--- src/rtl/led_shift_top.sv ---
`default_nettype none
// ============================================================================
// Module      : led_shift_top (with led_shift_prescaler, led_shift_reg)
// Description : LED rotator. A gated prescaler with four selectable speeds
//               emits a one-cycle tick; each tick rotates a one-hot pattern
//               left by one. A colour switch steers the pattern to the blue
//               or green LED outputs.
// Ports       : clock    - single clock, rising edge
//               i_reset  - asynchronous reset, active low
//               i_sw     - [0] enable, [2:1] speed, [3] colour (1 = green)
//               o_led    - current rotating pattern
//               o_led_b  - blue LED drive
//               o_led_g  - green LED drive
// Revision    : 1.0 - initial release
// ============================================================================

// ----------------------------------------------------------------------------
// Prescaler: free-running counter with a speed-dependent wrap limit.
// ----------------------------------------------------------------------------
module led_shift_prescaler #(
    parameter int NB_COUNTER = 16
) (
    input  logic       clock,
    input  logic       i_reset,
    input  logic       i_enable,
    input  logic [1:0] i_speed,
    output logic       o_tick
);
    localparam logic [NB_COUNTER-1:0] c_ONE    = {{(NB_COUNTER-1){1'b0}}, 1'b1};
    localparam logic [NB_COUNTER-1:0] c_LIM_R0 = (c_ONE << (NB_COUNTER-10)) - c_ONE;
    localparam logic [NB_COUNTER-1:0] c_LIM_R1 = (c_ONE << (NB_COUNTER-11)) - c_ONE;
    localparam logic [NB_COUNTER-1:0] c_LIM_R2 = (c_ONE << (NB_COUNTER-12)) - c_ONE;
    localparam logic [NB_COUNTER-1:0] c_LIM_R3 = (c_ONE << (NB_COUNTER-13)) - c_ONE;

    logic [NB_COUNTER-1:0] r_count;
    logic [NB_COUNTER-1:0] w_limit;
    logic                  w_tick;

    always_comb begin
        w_limit = c_LIM_R0;
        case (i_speed)
            2'b00:   w_limit = c_LIM_R0;
            2'b01:   w_limit = c_LIM_R1;
            2'b10:   w_limit = c_LIM_R2;
            default: w_limit = c_LIM_R3;
        endcase
    end

    // ">=" rather than "==" so a switch to a faster speed while the count is
    // already above the new limit wraps immediately instead of overflowing.
    assign w_tick = i_enable && (r_count >= w_limit);
    assign o_tick = w_tick;

    always_ff @(posedge clock or negedge i_reset) begin
        if (!i_reset) begin
            r_count <= '0;
        end else if (w_tick) begin
            r_count <= '0;
        end else if (i_enable) begin
            r_count <= r_count + c_ONE;
        end
    end
endmodule

// ----------------------------------------------------------------------------
// Shift register: one-hot pattern rotated left on each tick.
// ----------------------------------------------------------------------------
module led_shift_reg #(
    parameter int NB_LEDS = 4
) (
    input  logic               clock,
    input  logic               i_reset,
    input  logic               i_tick,
    output logic [NB_LEDS-1:0] o_led
);
    localparam logic [NB_LEDS-1:0] c_LED_INIT = {{(NB_LEDS-1){1'b0}}, 1'b1};

    logic [NB_LEDS-1:0] r_led;

    always_ff @(posedge clock or negedge i_reset) begin
        if (!i_reset) begin
            r_led <= c_LED_INIT;
        end else if (i_tick) begin
            r_led <= {r_led[NB_LEDS-2:0], r_led[NB_LEDS-1]};
        end
    end

    assign o_led = r_led;
endmodule

// ----------------------------------------------------------------------------
// Top: prescaler + shift register + colour mux.
// ----------------------------------------------------------------------------
module led_shift_top #(
    parameter int NB_LEDS    = 4,
    parameter int NB_COUNTER = 16,
    parameter int NB_SW      = 4
) (
    input  logic               clock,
    input  logic               i_reset,
    input  logic [NB_SW-1:0]   i_sw,
    output logic [NB_LEDS-1:0] o_led,
    output logic [NB_LEDS-1:0] o_led_b,
    output logic [NB_LEDS-1:0] o_led_g
);
    logic               w_tick;
    logic [NB_LEDS-1:0] w_led;

    led_shift_prescaler #(
        .NB_COUNTER (NB_COUNTER)
    ) u_prescaler (
        .clock    (clock),
        .i_reset  (i_reset),
        .i_enable (i_sw[0]),
        .i_speed  (i_sw[2:1]),
        .o_tick   (w_tick)
    );

    led_shift_reg #(
        .NB_LEDS (NB_LEDS)
    ) u_shift (
        .clock   (clock),
        .i_reset (i_reset),
        .i_tick  (w_tick),
        .o_led   (w_led)
    );

    assign o_led   = w_led;
    assign o_led_b = i_sw[3] ? '0 : w_led;
    assign o_led_g = i_sw[3] ? w_led : '0;
endmodule

`default_nettype wire

--- config.mk ---
export PLATFORM = sky130hd
export DESIGN_NAME = led_shift_top
export DESIGN_NICKNAME = d
export VERILOG_FILES = /design/src/rtl/led_shift_top.sv
export SDC_FILE = /design/constraint.sdc
export NUM_CORES = 1
export LEC_CHECK = 0
export ABC_AREA = 1
export CORE_MARGIN = 5
export CORE_UTILIZATION = 54
export CTS_CLUSTER_DIAMETER = 60
export CTS_CLUSTER_SIZE = 12
export DETAILED_ROUTE_END_ITERATION = 16
export PLACE_DENSITY = 0.81
export SYNTH_ARGS = -nofsm -noshare
export SYNTH_HDL_FRONTEND = slang
export SYNTH_HIERARCHICAL = 1
export SYNTH_SLANG_ARGS = --single-unit
--- constraint.sdc ---
create_clock -name clock -period 4.3 [get_ports clock]
set_input_delay 0.43 -clock clock [delete_from_list [all_inputs] [get_ports clock]]
set_output_delay 0.43 -clock clock [all_outputs]
set_load 0.02 [all_outputs]
### After elaboration in Yosys (flattened, before gate mapping)

Cells that the tools add are included.

* flip-flop bits (word level): 20
* bits of input ports: 6
* logic and storage cells: 14

* add/subtract/negate cells: 1
* magnitude comparators: 1
* equal/unequal tests: 2
* muxes and demuxes: 5
* reductions and logical operators: 3

Operators by type and width (number)
* 16-bit 2-to-1 mux: 2
* 6-bit one-hot mux with 3 select lines: 1
* 16-bit by 1-bit adder with 16-bit output, second input constant: 1
* 16-bit by 6-bit greater-or-equal comparator with 1-bit output: 1
* 4-bit 2-to-1 mux: 2
* 2-bit by 1-bit equality test with 1-bit output, second input constant: 1
* 2-bit equality test, second input constant: 1
* 2-bit logical NOT: 1
* 2-bit nonzero test: 1
* 1-bit logical AND: 1

### Longest topological paths before layout

* depth in word-level cells: 5
* gate-level depth with buffers: 12
* mapped depth without buffers: 12

### Cells and area by module

The synthesis kept the hierarchy.

By module, submodules not included
* led_shift_prescaler: times used 1, cells an instance 101, area an instance 808.3 um^2
* led_shift_reg: times used 1, cells an instance 17, area an instance 150.1 um^2
* led_shift_top: times used 1, cells an instance 17, area an instance 71.3 um^2

### Worst setup path before layout

OpenSTA, ideal clock, no wires.

* path type: in2reg
* start: input i_sw[2]
* end: register u_shift.r_led[3] (netlist: u_shift/o_led[3])
* library setup time: 0.065 ns
* arrival time: 1.647 ns
* data required time: 4.235 ns
* path slack: 2.588 ns
* stages on the path: 11
* buffers on the path: 0
* cells stage by stage: or2_2 > ha_1 > nand2_1 > inv_1 > nor2_2 > nand3_2 > nand2_1 > inv_1 > inv_2 > nand2_1 > nand2_1

* word-level cells in the longest chain between the ends: 4

RTL lines
* start: declaration: RTL line 101 `input logic [NB_SW-1:0] i_sw,`
* 2-bit equality test (tied with other cells): RTL line 41 `case (i_speed)`
* 6-bit one-hot mux with 3 select lines *: RTL line 41
* 16-bit by 6-bit greater-or-equal comparator with 1-bit output *: RTL line 51 `assign w_tick = i_enable && (r_count >= w_limit);`
* 1-bit logical AND *: RTL line 51
* via w_tick: RTL line 106 `logic w_tick;`
* end signal: assignment: RTL line 82 `r_led <= c_LED_INIT;`
* end signal: assignment: RTL line 84 `r_led <= {r_led[NB_LEDS-2:0], r_led[NB_LEDS-1]};`
* end: declaration: RTL line 78 `logic [NB_LEDS-1:0] r_led;`

Mark *: on every way through the listed nets, which the timed path passes. The rest lies on a longest branch.
A chain may end at the register's enable or synchronous reset.

### Final worst setup path

* start: input i_sw[3]
* end: output o_led_g[0]

* word-level cells in the longest chain between the ends: 1

RTL lines
* 4-bit 2-to-1 mux: RTL line 130 `assign o_led_g = i_sw[3] ? w_led : '0;`
* end: declaration: RTL line 104 `output logic [NB_LEDS-1:0] o_led_g`

Every way passes these cells.

==> impl_metrics.py <==
metrics = {
    "timing": {
        "tightest_slew_ns": 0.833,
        "fin_crit_period_ns": 2.20,
        "hold_viol_final": 0,
        "layout_setup_ws_ns": 2.10,
        "max-slew-margin-rel_pct": 44.3,
        "post-route-period-util_pct": 51.1,
        "finalSetupTns_ns": 0,
        "max_clock_freq_ghz": 0.455,
        "rsz_0062_raised_after_global_routing": "no",
        "final_max_slew_viol_count": 0,
        "final_setup_skew_ns": 0.00171,
        "hold_slack_ns": 0.501,
        "finalSetupViolations": 0,
    },
    "logic_synthesis": {
        "synth_top_cell_by_area": "sky130_fd_sc_hd__dfrtp_1",
        "post_synth_num_cell_types": 21,
        "synthesized_flop_and_latch_total": 20,
        "syn_area_per_cell_um2": 7.63,
        "commonest_register_cell_after_synthesis": "sky130_fd_sc_hd__dfrtp_1",
        "syn-instance-count": 135,
        "synthesis.nets": 145,
        "yosys.area.top_type_share_pct": 46.2,
        "post_synth_main_area_contributors": "sky130_fd_sc_hd__dfrtp_1, sky130_fd_sc_hd__nand2_1, sky130_fd_sc_hd__inv_1, sky130_fd_sc_hd__nor2_1, sky130_fd_sc_hd__ha_1",
        "synth-edff-count": 0,
        "synth_warnings": 6,
        "post_synth_arst_share_pct": 100,
        "cell_area_synth_mm2": 0.00103,
        "synth-seq-area-share_pct": 48.7,
    },
    "setup_path": {
        "setup.worst_path.start_class": "input port",
        "rr_startpoint": "u_prescaler/r_count[5]",
        "worst-setup-path-type": "in2out",
        "worst_setup_path_end_kind": "output port",
        "critPathArrivalTime_ns": 1.77,
        "critical_path_peak_fanout": 8,
        "critPathRequiredTime_ns": 3.87,
        "reg_to_reg_end": "u_shift/o_led[3]",
        "rrSetupSlack_ns": 2.61,
        "worst-r2r-cell-count": 10,
    },
    "die": {
        "die_area_mm2": 0.00288,
        "die_height_um": 53.7,
        "placementRows": 15,
        "initial_standard_cell_utilization_of_the_core_pct": 58.4,
        "chipWidth_um": 53.7,
        "design.portCount": 18,
        "placeableCoreArea_mm2": 0.00176,
    },
    "worst_hold_path": {
        "worstHoldEndpoint": "u_prescaler/r_count[14]",
        "worst_hold_path.num_cells": 2,
        "hold_path_startpoint": "u_prescaler/r_count[14]",
        "timing.hold.worst.class": "reg2reg",
    },
    "place": {
        "io_buf_count": 17,
        "gp_congestion": 0.819,
        "placedCellCount": 173,
        "postPlaceCellArea_mm2": 0.00120,
        "pre_cts_slack_ns": 1.91,
        "detailedPlacementHpwl_mm": 1.58,
    },
    "clock_tree": {
        "cts-resized-gates": 0,
        "htreeDepth": 1,
        "cts_made_buffers": 3,
        "post-cts-setup-buffers": 0,
        "clock_tree_from_tritoncts": "built",
        "cts_sinks": 20,
        "cts-root-to-sink-buffers": 2,
        "hold_buffer_count_at_cts": 0,
        "root_driver": "sky130_fd_sc_hd__clkbuf_4",
        "path_clk_slew_ns": 0.10,
        "clk_latency_ns": 0.29,
    },
    "power_and_ir_drop": {
        "largest_voltage_drop_on_the_vdd_net_mv": 0.272,
        "p_per_area_mw_per_mm2": 361,
        "lkg_pwr_nw": 0.674,
        "finalPower_mw": 0.447,
    },
    "detailed_routing": {
        "drt_drc_violations_left": 0,
        "drt_iter0_markers": 23,
        "vias_per_cell": 4.66,
        "drt_wl_cell_um": 10.9,
        "postRouteAntennaNets": 0,
        "routed_wirelength_mm": 1.94,
        "drtPass1Iterations": 4,
        "routed-via-count": 824,
    },
    "global_route": {
        "maximum_number_of_pins_on_one_net_before_global_route_repair": 22,
        "globalRouteOverflowTotal": 0,
        "grt_util_met3_pct": 4.71,
        "global_route.usage.met2_pct": 28.8,
        "grt_antenna_before_repair": 0,
        "vias_in_the_first_global_route": 829,
        "grtUsageTotal_pct": 16.0,
        "grt_util_met1_pct": 18.6,
        "first_pass_grt_wire_length_mm": 3.39,
        "grt_busiest_layer": "met2",
    },
    "cells_and_area": {
        "post_layout_nonfiller_instances": 177,
        "syn_to_final_growth_pct": 20.4,
        "design.final.nets": 163,
        "nFillCells": 166,
        "layout.core_utilization_pct": 70.3,
        "final_layout_size_suffix_gt1_share_pct": 7.89,
        "final_design_area_no_fill_mm2": 0.00124,
        "num_antenna_cells": 0,
    },
    "run_status": {
        "status": "completed",
    },
    "flow_run": {
        "maxCapViolCount": 0,
    },
}
[cells by family (layout without fill, tap and decap cells)]
kind of cell	Yosys count	after routing	share of synthesized area, %
AO/OA/AOI/OAI	7	7	3.40
XOR/XNOR	2	2	1.70
adder cells (fa/ha/maj)	4	4	4.86
buffers and inverters	33	50	13.2
flip-flops	20	20	48.7
AND/OR/NAND/NOR	69	69	28.1
[state kept, by name, summed over array words and instances (netlist names)]
name	flops
u_prescaler/r_count	16
u_shift/o_led	4
[layer usage]
layer	routed length, µm	vias up
met3	72	0
met5	0	-
met1	867	375
met2	995	15
li1	-	434
met4	0	0
[critical path: stages]
cell	delay (ns)
sky130_fd_sc_hd__clkdlybuf4s50_1	0.61
sky130_fd_sc_hd__nand2_1	0.08
sky130_fd_sc_hd__inv_1	0.06
sky130_fd_sc_hd__clkdlybuf4s50_1	0.59
[report_power, final]
part	internal, mW	switching, mW
Sequential	0.211	0.0206
Combinational	0.0436	0.0707
Clock	0.0516	0.0503
[placed cells by master (no fill, tap or decap)]
cell                              netlist  routed
sky130_fd_sc_hd__clkdlybuf4s50_1        0      17
sky130_fd_sc_hd__dfrtp_1               19      19
sky130_fd_sc_hd__dfstp_2                1       1
sky130_fd_sc_hd__ha_1                   4       4
sky130_fd_sc_hd__inv_1                 27      27
sky130_fd_sc_hd__nand2_1               34      34
sky130_fd_sc_hd__nor2_1                22      22
sky130_fd_sc_hd__xor2_1                 1       1
sky130_fd_sc_hd__nor3_2                 1       1
sky130_fd_sc_hd__clkbuf_4               0       3
sky130_fd_sc_hd__nand3_1                7       7
sky130_fd_sc_hd__nand3_2                1       1
sky130_fd_sc_hd__inv_2                  2       2
sky130_fd_sc_hd__xnor2_1                1       1
sky130_fd_sc_hd__a21oi_1                6       6
sky130_fd_sc_hd__clkbuf_8               0       1
sky130_fd_sc_hd__o21ai_0                1       1
sky130_fd_sc_hd__nor2_2                 2       2
sky130_fd_sc_hd__or2_2                  1       1
sky130_fd_sc_hd__nor3_1                 1       1
[cells in the mapped netlist (2+ instances only)]
cell	instances
sky130_fd_sc_hd__a21oi_1	6
sky130_fd_sc_hd__nor2_2	2
sky130_fd_sc_hd__nand2_1	34
sky130_fd_sc_hd__ha_1	4
sky130_fd_sc_hd__nor2_1	22
sky130_fd_sc_hd__inv_2	2
sky130_fd_sc_hd__inv_1	27
sky130_fd_sc_hd__nand3_1	7
sky130_fd_sc_hd__dfrtp_1	19
[how the worst max path moves through the flow]
stage / startpoint / cells after the start / to
finish: i_sw[3] / 4 / o_led_g[0]
detailed placement: i_sw[2] / 12 / u_shift/o_led[3]
floorplan: i_sw[2] / 11 / u_shift/o_led[3]
global route: i_sw[3] / 4 / o_led_g[1]
global placement: i_sw[2] / 11 / u_shift/o_led[3]
CTS: i_sw[3] / 4 / o_led_g[0]
[cell type report]
cell class,count,area [µm²],area share [%]
Sequential cell,20,502,40.5
Multi-Input combinational cell,82,392,31.6
Timing Repair Buffer,17,170,13.7
Inverter,29,109,8.78
Clock buffer,4,36.3,2.93
Tap cell,25,31.3,2.52
Power figures use the tool's default switching activity.
==> variant 1: new RTL, config.mk and constraints unchanged <==
`NB_COUNTER` is set to 16 in 2 places; all go to 17.
--- a/src/rtl/led_shift_top.sv
+++ b/src/rtl/led_shift_top.sv
@@ -18,7 +18,7 @@
 // Prescaler: free-running counter with a speed-dependent wrap limit.
 // ----------------------------------------------------------------------------
 module led_shift_prescaler #(
-    parameter int NB_COUNTER = 16
+    parameter int NB_COUNTER = 17
 ) (
     input  logic       clock,
     input  logic       i_reset,
@@ -93,7 +93,7 @@
 // ----------------------------------------------------------------------------
 module led_shift_top #(
     parameter int NB_LEDS    = 4,
-    parameter int NB_COUNTER = 16,
+    parameter int NB_COUNTER = 17,
     parameter int NB_SW      = 4
 ) (
     input  logic               clock,
Function: changed (a bounded check fails within 10 cycles, from zero or initial values and one cycle with i_reset low).
==> variant 1 against the unedited design <==
Area after synthesis up 6.4%. Sequential cell count up 1. Routed wire length up 7.5%. Setup slack better by 0.0013 ns. Total power up 5.0%. Design area up 4.4%. Non-clock buffer count unchanged. Sequential share of layout area up 0.21 points. Critical endpoint unchanged. Highest routed layer is now met4.
==> variant 1: results <==
[worst_hold_path]
min_to = u_prescaler/r_count[13]

[power_and_ir_drop]
pg_seq_mw = 0.254
power_density_nw_per_um2 = 362.9
vdd_drop_max_mv = 0.2320
p_leak_nw = 0.6791
p_total_mw = 0.4700

[status]
status = finished clean

[sta]
skew_ns = 0.0009563
worst_slew_pin_slew_ns = 0.8905

[global_route]
grtUsageTotal = 0.1718
antenna_found_initial = 0
grt_pass1_wl_um = 3643
grt_pass1_vias = 892

[finish]
top_register = u_prescaler/r_count
drive_gt1_frac = 0.09804
fin_nets = 164
fill_cells = 185
largest_reg_flops = 17

[place]
place_ws_ns = 1.874
gp_congestion = 0.8127
dp_hpwl_um = 1669
place_area_um2 = 1269
portBuffers = 17

[critical_path]
rrSetupSlack_ns = 2.58
reg2reg_depth = 8
r2r-end = u_shift/o_led[1]

[yosys]
ys_seq_area_frac = 0.4806
ys_top_cells_by_count = nand2_1 (33), inv_1 (26), dfrtp_1 (20), nor2_1 (17), a21oi_1 (7)
synthTopCellsByArea = dfrtp_1 (46%), nand2_1 (11%), inv_1 (8.9%)
syn_nets = 146

[route]
drtIter0Drc = 14
drt_wl_total_um = 2081

[clock_tree]
path_clk_slew_ns = 0.11
==> variant 1: cell types whose count changed in the layout (fill, tap and decap cells not counted), moves of 2 or more <==
cell / before / now
nand4_1: 0 / 4
nor2_2: 2 / 0
nor2_4: 0 / 2
nor2_1: 22 / 17
nand2_2: 0 / 3
nand3_1: 7 / 2
==> variant 1: critical path, delay by kind of cell <==
family / cells / cell delay, ns
buffers and inverters: 3 / 1.26
and+or+nand+nor: 1 / 0.08
==> variant 1: cell families (layout without fill, tap and decap cells) <==
family	Yosys count	after routing	synth area share
simple gates	66	66	0.2706
buf+inv	32	49	0.1244
flops	21	21	0.4806
compound gates	10	10	0.05479
fa+ha+maj	4	4	0.04566
xor+xnor	3	3	0.02398
==> variant 1: stage by stage <==
stage	hold WS [ns]	std cells
2_1_floorplan	0.1344	136
3_3_place_gp	0.4577	176
3_5_place_dp	0.4722	176
4_1_cts	0.4993	180
5_1_grt	0.5155	180
6_report	0.4926	180
==> variant 1: final cells by class <==
class | instances | share of cell area
Clock buffer | 4 | 0.02029
Inverter | 28 | 0.08116
Multi-Input combinational cell | 83 | 0.3343
Sequential cell | 21 | 0.4068
Tap cell | 27 | 0.02609
Timing Repair Buffer | 17 | 0.1314
==> variant 1: how the worst max path moves through the flow <==
stage                        from               end  slack, ns
after detailed placement  i_sw[2]  u_shift/o_led[1]       1.87
after floorplan           i_sw[2]  u_shift/o_led[1]       2.49
after global placement    i_sw[2]  u_shift/o_led[3]       1.98
final                     i_sw[3]        o_led_g[0]       2.11
after CTS                 i_sw[3]        o_led_g[0]       2.09
after global routing      i_sw[3]        o_led_g[2]       1.98
==> variant 1: metal layers <==
layer,vias to the layer above,part of all wire,track usage
li1,441,-,-
met1,413,0.41,0.1873
met2,22,0.52,0.3150
met3,4,0.053,0.02949
met4,0,0.012,0.08907
met5,-,0,0
==> variant 2: new RTL, same settings <==
Without the edit above. Make the reset (`i_reset`) synchronous in 2 clocked blocks. Comments in the files are not updated.
--- a/src/rtl/led_shift_top.sv
+++ b/src/rtl/led_shift_top.sv
@@ -51,7 +51,7 @@
     assign w_tick = i_enable && (r_count >= w_limit);
     assign o_tick = w_tick;
 
-    always_ff @(posedge clock or negedge i_reset) begin
+    always_ff @(posedge clock) begin
         if (!i_reset) begin
             r_count <= '0;
         end else if (w_tick) begin
@@ -77,7 +77,7 @@
 
     logic [NB_LEDS-1:0] r_led;
 
-    always_ff @(posedge clock or negedge i_reset) begin
+    always_ff @(posedge clock) begin
         if (!i_reset) begin
             r_led <= c_LED_INIT;
         end else if (i_tick) begin
Check against the original RTL: differs if i_reset is asserted again (counterexample within 10 cycles, from zero or initial values and one cycle with i_reset low); with i_reset held inactive, the same outputs for 10 cycles.
==> variant 2 against the unedited design <==
Area after synthesis rose by 18%. Routed wire length rose by 18%. Register-to-register slack improved by 0.15 ns. Design area rose by 14%. Sequential cell count did not move. Setup slack got worse by 0.019 ns. Largest cell class is now multi-input combinational cells.
Power is not compared: it rests on default switching activity, and its combinational part moved more than twofold at a synthesized area within 25%.
==> variant 2: results <==
[status]
status = finished clean

[yosys]
ys_seq_area_frac = 0.3282
synth_compound_area_frac = 0.006154
ys_types = 20
async_flop_share = 0
synth_xor_area_frac = 0.07179
syn_nets = 191
syn_inst = 181
synthTopCellsByArea = dfxtp_1 (33%), nand2_1 (14%), nor2_1 (8.9%)
synthMuxAreaShare = 0.008205
synth_adder_area_share = 0.04103
ys_top_cells_by_count = nand2_1 (44), nor2_1 (29), inv_1 (27), dfxtp_1 (20), nor2_2 (16)

[finish]
fill_cells = 205
multi_input_area_share = 0.4726
nMultiInputCombCells = 129
buf_share = 0.1201
syn_to_final_growth_pct = 16.10
drive_gt1_frac = 0.1465
fin_nets = 209
clock_area_frac = 0.02562
stdcell_area_um2 = 1416

[global_route]
grt_pass1_vias = 1005
grt_max_degree = 17
grtUsageMet2 = 0.2677
grt.met3_usage = 0.02036
groute.layer.met1.usage = 0.1900
grtUsageTotal = 0.1539

[power_and_ir_drop]
p_total_mw = 0.3227

[place]
placedCellCount = 222
place_ws_ns = 2.008
gp_congestion = 0.9047

[route]
top_layer = met4
routedLengthMet1_um = 1061
drtIter0Drc = 29
dr_wl_met3_um = 112
drt_wl_total_um = 2278

[sta]
worst_slew_pin_slew_ns = 0.4003
hold-worst-slack_ns = 0.5235
skew_ns = 0.003097

[worst_hold_path]
min_to = u_prescaler/r_count[14]
min_path_cells = 4

[critical_path]
cp.arrival_ns = 1.79
r2r-end = u_shift/o_led[1]
rrSetupSlack_ns = 2.76
rr_startpoint = u_prescaler/r_count[0]
-- variant 2: worst register-to-register path, delay by kind of cell, from the launching register on --
family	cells	cell delay (ns)
adder cells (fa/ha/maj)	1	0.25
buffers and inverters	1	0.23
flip-flops	1	0.41
AND/OR/NAND/NOR	8	0.56
-- variant 2: logic make-up (layout without fill, tap and decap cells) --
| kind of cell | Yosys count | count (layout) |
|---|---|---|
| mux | 1 | 1 |
| simple gates | 113 | 113 |
| compound gates | 1 | 1 |
| buf+inv | 32 | 49 |
| xor+xnor | 10 | 10 |
| fa+ha+maj | 4 | 4 |
| flops | 20 | 20 |
-- variant 2: worst max path at each step --
stage,to,depth (start not counted),slack [ns]
after floorplan,u_shift/o_led[1],11,2.53
after global placement,u_shift/o_led[1],12,2.06
after detailed placement,u_shift/o_led[1],11,2.01
after CTS,o_led_g[1],4,2.07
after global routing,o_led_g[2],4,2.01
final,o_led_g[1],4,2.08
